## config.mk

```make
export PLATFORM = sky130hd
export DESIGN_NAME = sb_dbuf_flat
export DESIGN_NICKNAME = d
export VERILOG_FILES = /design/src/rtl/sb_dbuf_if.sv /design/src/rtl/sb_dbuf.sv /design/src/flat_wrapper.sv
export SDC_FILE = /design/constraint.sdc
export NUM_CORES = 1
export LEC_CHECK = 0
export CORE_MARGIN = 1
export CORE_UTILIZATION = 40
export CTS_CLUSTER_DIAMETER = 120
export DETAILED_ROUTE_END_ITERATION = 7
export GPL_TIMING_DRIVEN = 0
export PLACE_DENSITY = 0.68
export SYNTH_ARGS = -nofsm -noshare
export SYNTH_HDL_FRONTEND = slang
export SYNTH_SLANG_ARGS = --single-unit
```

## constraint.sdc

```tcl
create_clock -name clk -period 5.8 [get_ports clk]
set_input_delay 1.16 -clock clk [delete_from_list [all_inputs] [get_ports clk]]
set_output_delay 1.16 -clock clk [all_outputs]
set_load 0.01 [all_outputs]
```

## src/rtl/sb_dbuf_if.sv

```systemverilog
// Track-side bundle of the switchbox: one WIDTH-bit input and one output bus per side.
// The fabric (master) drives the *_in buses; the switchbox (slave) drives the *_out buses.
interface sb_track_if #(
  parameter int WIDTH = 8
);
  logic [WIDTH-1:0] north_in;
  logic [WIDTH-1:0] east_in;
  logic [WIDTH-1:0] south_in;
  logic [WIDTH-1:0] west_in;
  logic [WIDTH-1:0] north_out;
  logic [WIDTH-1:0] east_out;
  logic [WIDTH-1:0] south_out;
  logic [WIDTH-1:0] west_out;

  modport master (
    output north_in, east_in, south_in, west_in,
    input  north_out, east_out, south_out, west_out
  );

  modport slave (
    input  north_in, east_in, south_in, west_in,
    output north_out, east_out, south_out, west_out
  );
endinterface

```

## src/rtl/sb_dbuf.sv

```systemverilog
// Double-buffered switchbox: serial shadow chain plus an atomically committed active
// routing word with a 2-bit source select per track and output side.
module sb_dbuf #(
  parameter int WIDTH   = 8,
  parameter int OUT_REG = 0
) (
  input  logic           clk,
  input  logic           nrst,
  sb_track_if.slave      trk,
  input  logic           en,
  input  logic           config_en,
  input  logic           config_data_in,
  input  logic           config_commit,
  output logic           config_data_out,
  output logic           cfg_ready,
  output logic           cfg_err
);

  localparam int CFG_BITS = WIDTH * 8;
  localparam int CW       = $clog2(CFG_BITS + 1);
  localparam logic [CW-1:0] CNT_FULL = CW'(CFG_BITS);

  logic [CFG_BITS-1:0] shadow_q, shadow_d;
  logic [CFG_BITS-1:0] active_q, active_d;
  logic [CW-1:0]       cnt_q, cnt_d;
  logic                err_q, err_d;
  logic                do_commit, do_shift;

  // Commit outranks shift; a commit only takes effect once the shift count is complete.
  assign do_commit = en & config_commit;
  assign do_shift  = en & config_en & ~config_commit;

  always_comb begin
    shadow_d = shadow_q;
    active_d = active_q;
    cnt_d    = cnt_q;
    err_d    = err_q;
    if (do_commit) begin
      if (cnt_q == CNT_FULL) begin
        active_d = shadow_q;
        cnt_d    = '0;
        err_d    = 1'b0;
      end else begin
        err_d    = 1'b1;
      end
    end else if (do_shift) begin
      shadow_d = {shadow_q[CFG_BITS-2:0], config_data_in};
      if (cnt_q != CNT_FULL) begin
        cnt_d = cnt_q + 1'b1;
      end
    end
  end

  always_ff @(posedge clk or negedge nrst) begin
    if (!nrst) begin
      shadow_q <= '0;
      active_q <= '0;
      cnt_q    <= '0;
      err_q    <= 1'b0;
    end else begin
      shadow_q <= shadow_d;
      active_q <= active_d;
      cnt_q    <= cnt_d;
      err_q    <= err_d;
    end
  end

  assign config_data_out = shadow_q[CFG_BITS-1];
  assign cfg_ready       = (cnt_q == CNT_FULL);
  assign cfg_err         = err_q;

  logic [WIDTH-1:0] side_in [4];
  logic [WIDTH-1:0] route_d [4];
  logic [WIDTH-1:0] out_v   [4];

  assign side_in[0] = trk.north_in;
  assign side_in[1] = trk.east_in;
  assign side_in[2] = trk.south_in;
  assign side_in[3] = trk.west_in;

  // Select code k on output side d picks input side (d+k) mod 4; the 2-bit add wraps for us.
  always_comb begin
    logic [1:0] sel;
    logic [1:0] src;
    sel = 2'b00;
    src = 2'b00;
    for (int d = 0; d < 4; d++) begin
      route_d[d] = '0;
    end
    for (int i = 0; i < WIDTH; i++) begin
      for (int d = 0; d < 4; d++) begin
        sel           = active_q[i*8 + d*2 +: 2];
        src           = 2'(d) + sel;
        route_d[d][i] = (sel != 2'b00) & side_in[src][i];
      end
    end
  end

  generate
    if (OUT_REG != 0) begin : g_out_reg
      logic [WIDTH-1:0] out_q [4];

      always_ff @(posedge clk or negedge nrst) begin
        if (!nrst) begin
          for (int d = 0; d < 4; d++) begin
            out_q[d] <= '0;
          end
        end else begin
          for (int d = 0; d < 4; d++) begin
            out_q[d] <= route_d[d];
          end
        end
      end

      for (genvar d = 0; d < 4; d++) begin : g_side
        assign out_v[d] = out_q[d];
      end
    end else begin : g_out_comb
      for (genvar d = 0; d < 4; d++) begin : g_side
        assign out_v[d] = route_d[d];
      end
    end
  endgenerate

  assign trk.north_out = out_v[0];
  assign trk.east_out  = out_v[1];
  assign trk.south_out = out_v[2];
  assign trk.west_out  = out_v[3];

endmodule

```

## src/flat_wrapper.sv

```systemverilog
// flat-port wrapper written by rule: the top's interface ports become plain ports
module sb_dbuf_flat 
#(
  parameter int WIDTH   = 8,
  parameter int OUT_REG = 0
)
  (clk, nrst, en, config_en, config_data_in, config_commit, config_data_out, cfg_ready, cfg_err, trk_north_in, trk_east_in, trk_south_in, trk_west_in, trk_north_out, trk_east_out, trk_south_out, trk_west_out);
  sb_track_if #(.WIDTH(WIDTH)) trk_i ();
  input  logic clk;
  input  logic nrst;
  input  logic en;
  input  logic config_en;
  input  logic config_data_in;
  input  logic config_commit;
  output logic config_data_out;
  output logic cfg_ready;
  output logic cfg_err;
  input wire logic [$bits(trk_i.north_in)-1:0] trk_north_in;
  input wire logic [$bits(trk_i.east_in)-1:0] trk_east_in;
  input wire logic [$bits(trk_i.south_in)-1:0] trk_south_in;
  input wire logic [$bits(trk_i.west_in)-1:0] trk_west_in;
  output wire logic [$bits(trk_i.north_out)-1:0] trk_north_out;
  output wire logic [$bits(trk_i.east_out)-1:0] trk_east_out;
  output wire logic [$bits(trk_i.south_out)-1:0] trk_south_out;
  output wire logic [$bits(trk_i.west_out)-1:0] trk_west_out;
  assign trk_i.north_in = trk_north_in;
  assign trk_i.east_in = trk_east_in;
  assign trk_i.south_in = trk_south_in;
  assign trk_i.west_in = trk_west_in;
  assign trk_north_out = trk_i.north_out;
  assign trk_east_out = trk_i.east_out;
  assign trk_south_out = trk_i.south_out;
  assign trk_west_out = trk_i.west_out;
  sb_dbuf #(.WIDTH(WIDTH), .OUT_REG(OUT_REG)) u_core (.clk(clk), .nrst(nrst), .trk(trk_i), .en(en), .config_en(config_en), .config_data_in(config_data_in), .config_commit(config_commit), .config_data_out(config_data_out), .cfg_ready(cfg_ready), .cfg_err(cfg_err));
endmodule
```

==> impl_metrics.yaml <==
route:
  wire_per_inst_um: 15.5
  totalWireLength_um: 14200
  remaining_design_rule_violation_count: 0
  final_antenna_net_count: 0
  via_count: 4521
  drt-initial-drc-count: 247
  detailedRoute.firstPassIterationCount: 4
  drt_via_density: 4.95
final_layout:
  nNetsFinal: 746
  utilization_pct: 52.3
  fraction_of_final_layout_cells_sized_beyond_drive_strength_1_pct: 12.7
  antenna_cells: 0
  syn2layout_area_growth_pct: 25.8
clock_network:
  tritoncts: "yes"
  post_cts_hold_buffer_count: 0
  cts-htree-levels: 4
  clock_insertion_delay_worst_skew_ns: 0.42
  cts-root-to-sink-buffers: 2
  clk_pin_slew_ns: 0.06
  cts_resized: 0
  cts_inserted_buffers: 17
  cts_post_setup_buffers_inserted: 0
  clock_sink_count: 136
  clk_root_buffer_cell: "clkbuf_16"
sta:
  finalWorstPathRequiredPeriod_ns: 3.88
  max-slew-margin-rel_pct: 54.3
  fin_hold_ws_ns: 0.482
  grt_setup_unrepaired: "false"
  slew_viol_final: 0
  finClkSkew_ns: 0.00802
  layout_worst_path_cycle_share_pct: 66.8
  worst_pin_slew_ns: 0.686
  finalSetupViolations: 0
  report.final.hold_viol_count: 0
  fin_tns_setup_ns: 0
  maxClockFrequency_mhz: 258
critical_path:
  timing.setup.critical_path_class: "input pin to output pin"
  reg2reg_slack_ns: 3.55
  crit_path_end_kind: "output pin"
  crit_path_max_fo: 3
  worstSetupStartpointType: "input pin"
  cp.required_ns: 4.64
  cp_data_arrival_time_ns: 2.72
yosys:
  synth.lib_cells_used.distinct: 31
  dominant_combinational_cell_family_by_area_after_synthesis: "multiplexers"
  synth_area_um2: 6390
  number_of_synthesis_warnings: 0
  syn_area_per_cell_um2: 10.7
  muxShareOfSynthArea_pct: 19.7
  syn-num-nets: 654
  synth_compound_area_share_pct: 2.17
  synth-xor-area-share_pct: 0.411
  ff_latch_count_synth: 136
  synth_simple_gate_area_share_pct: 16.9
  synthesis.instances: 598
  synth_seq_area_share_pct: 53.2
  post_synth_fa_ha_maj_area_fraction_pct: 3.52
floorplan:
  area_enclosed_by_the_die_boundary_um2: 16500
  placementRows: 45
  die_h_um: 128
  initial_util_pct: 41.6
  floorplan.die.width_um: 128
  core_region_area_um2: 15400
  num_io_pins: 73
placed_design:
  place.detailed.hpwl_um: 9730
  port_buffers: 72
  gpl.final_weighted_congestion: 0.767
pwr:
  vdd.ir_drop.worst_uv: 162
  power_density_nw_per_um2: 318
  power.static_leakage_nw: 3.86
status:
  outcome: "finished clean"
global_routing:
  grtUsageTotal_pct: 19.1
  grt_pass1_wl_um: 24000
  antenna_violations_before_repair: 0
  grt_pass1_vias: 4728
  grt_start_max_net_pins: 76
  globalRouteOverflowTotal: 0
job:
  drv.max_cap_violation_count: 0
min_path:
  worstHoldPathType: "flip-flop to flip-flop"
[registers in the layout (all words and copies together) (netlist names)]
signal and cells:
u_core.cfg_err 1, u_core.shadow_q 64, u_core.cnt_q 7, u_core.active_q 64
[final timing paths]
check                           depth (start not counted)                start                  end
max in group asynchronous                               2                 nrst  u_core.shadow_q[62]
worst max-delay path                                    4      trk_north_in[0]      trk_west_out[0]
worst min-delay path                                    2  u_core.shadow_q[60]  u_core.shadow_q[61]
worst max register to register                          6      u_core.cnt_q[3]   u_core.active_q[5]
min in group asynchronous                               1                 nrst   u_core.active_q[3]
worst min register to register                          2  u_core.shadow_q[60]  u_core.shadow_q[61]
[critical path, stage by stage]
cell and delay [ns]:
clkdlybuf4s50_1 0.46, mux4_2 0.47, nor2b_1 0.15, clkdlybuf4s50_1 0.47
[cells in the mapped netlist]
| library cell | n | area share (%) |
|---|---|---|
| nor2_1 | 4 | 0.23 |
| nor2b_1 | 16 | 1.6 |
| o211ai_1 | 4 | 0.47 |
| nand4b_1 | 3 | 0.41 |
| buf_6 | 5 | 0.88 |
| dfrtp_1 | 136 | 53 |
| o311ai_0 | 1 | 0.14 |
| inv_1 | 34 | 2.0 |
| nor3_1 | 1 | 0.078 |
| a21oi_1 | 1 | 0.078 |
| buf_1 | 3 | 0.18 |
| nand4_1 | 3 | 0.29 |
| o21ai_0 | 19 | 1.5 |
| xor2_1 | 2 | 0.27 |
| nand3_1 | 1 | 0.078 |
| clkbuf_1 | 12 | 0.70 |
| buf_2 | 2 | 0.16 |
| ha_1 | 18 | 3.5 |
| or4_1 | 1 | 0.12 |
| buf_4 | 1 | 0.12 |
| or3_1 | 1 | 0.098 |
| mux2_1 | 49 | 8.6 |
| mux4_2 | 16 | 5.6 |
| mux2_2 | 31 | 5.5 |
| and3b_1 | 1 | 0.14 |
| nor4_1 | 1 | 0.098 |
| nand2_1 | 228 | 13 |
| nand3b_1 | 1 | 0.12 |
| xnor2_1 | 1 | 0.14 |
| nand2b_1 | 1 | 0.098 |
| nor3_2 | 1 | 0.16 |
[report_power, final]
group,switching [mW],leakage [nW],internal (mW)
clock network,0.424,0.309,0.732
registers,0.0531,1.88,1.00
logic,0.172,1.67,0.171
[through the flow]
step	instance area, um2	total power, mW	std cells	setup slack, ns
global route	8040	2.67	914	1.84
floorplan	6390	1.26	598	2.88
detailed placement	7400	1.41	882	1.90
CTS	8040	2.57	914	1.87
global placement	7380	1.40	881	-1.62
finish	8040	2.56	914	1.92
[cells by family (layout without fill, tap and decap cells)]
| family | after synthesis | in the layout |
|---|---|---|
| adders and majority gates | 18 | 18 |
| DFF | 136 | 136 |
| xor gates and xnor gates | 3 | 3 |
| and+or+nand+nor | 263 | 263 |
| buffers and inverters | 57 | 162 |
| muxes | 96 | 96 |
| AOI/OAI and AO/OA | 25 | 25 |
[cell type report]
type                       count  area [um2]
clock inverter                14         209
multi-input combinational    405        2730
sequential                   136        3400
fill                        1313        7330
inverter                      34         128
clock buffer                  18         429
tap                          211         264
timing repair buffer          73         749
buffer                        23         130
[cell usage in the layout, fill, tap and decap left out, types with 3 or more instances in the layout]
cell type,n
buf_1,3
bufinv_16,4
nand4b_1,3
inv_1,34
clkbuf_16,17
mux2_2,31
o211ai_1,4
dfrtp_1,136
inv_6,6
o21ai_0,19
nor2_1,4
nand2_1,228
clkdlybuf4s50_1,71
nor2b_1,16
nand4_1,3
mux4_2,16
ha_1,18
clkbuf_1,13
buf_6,6
mux2_1,49
[per-layer routing]
metal	up-vias	GRT usage [%]	share of wire, %
li1	2161	-	-
met2	113	30.6	47
met3	16	3.95	4.9
met1	2231	25.8	46
met4	0	6.57	1.6
met5	-	0	0
Power figures use the tool's default switching activity.
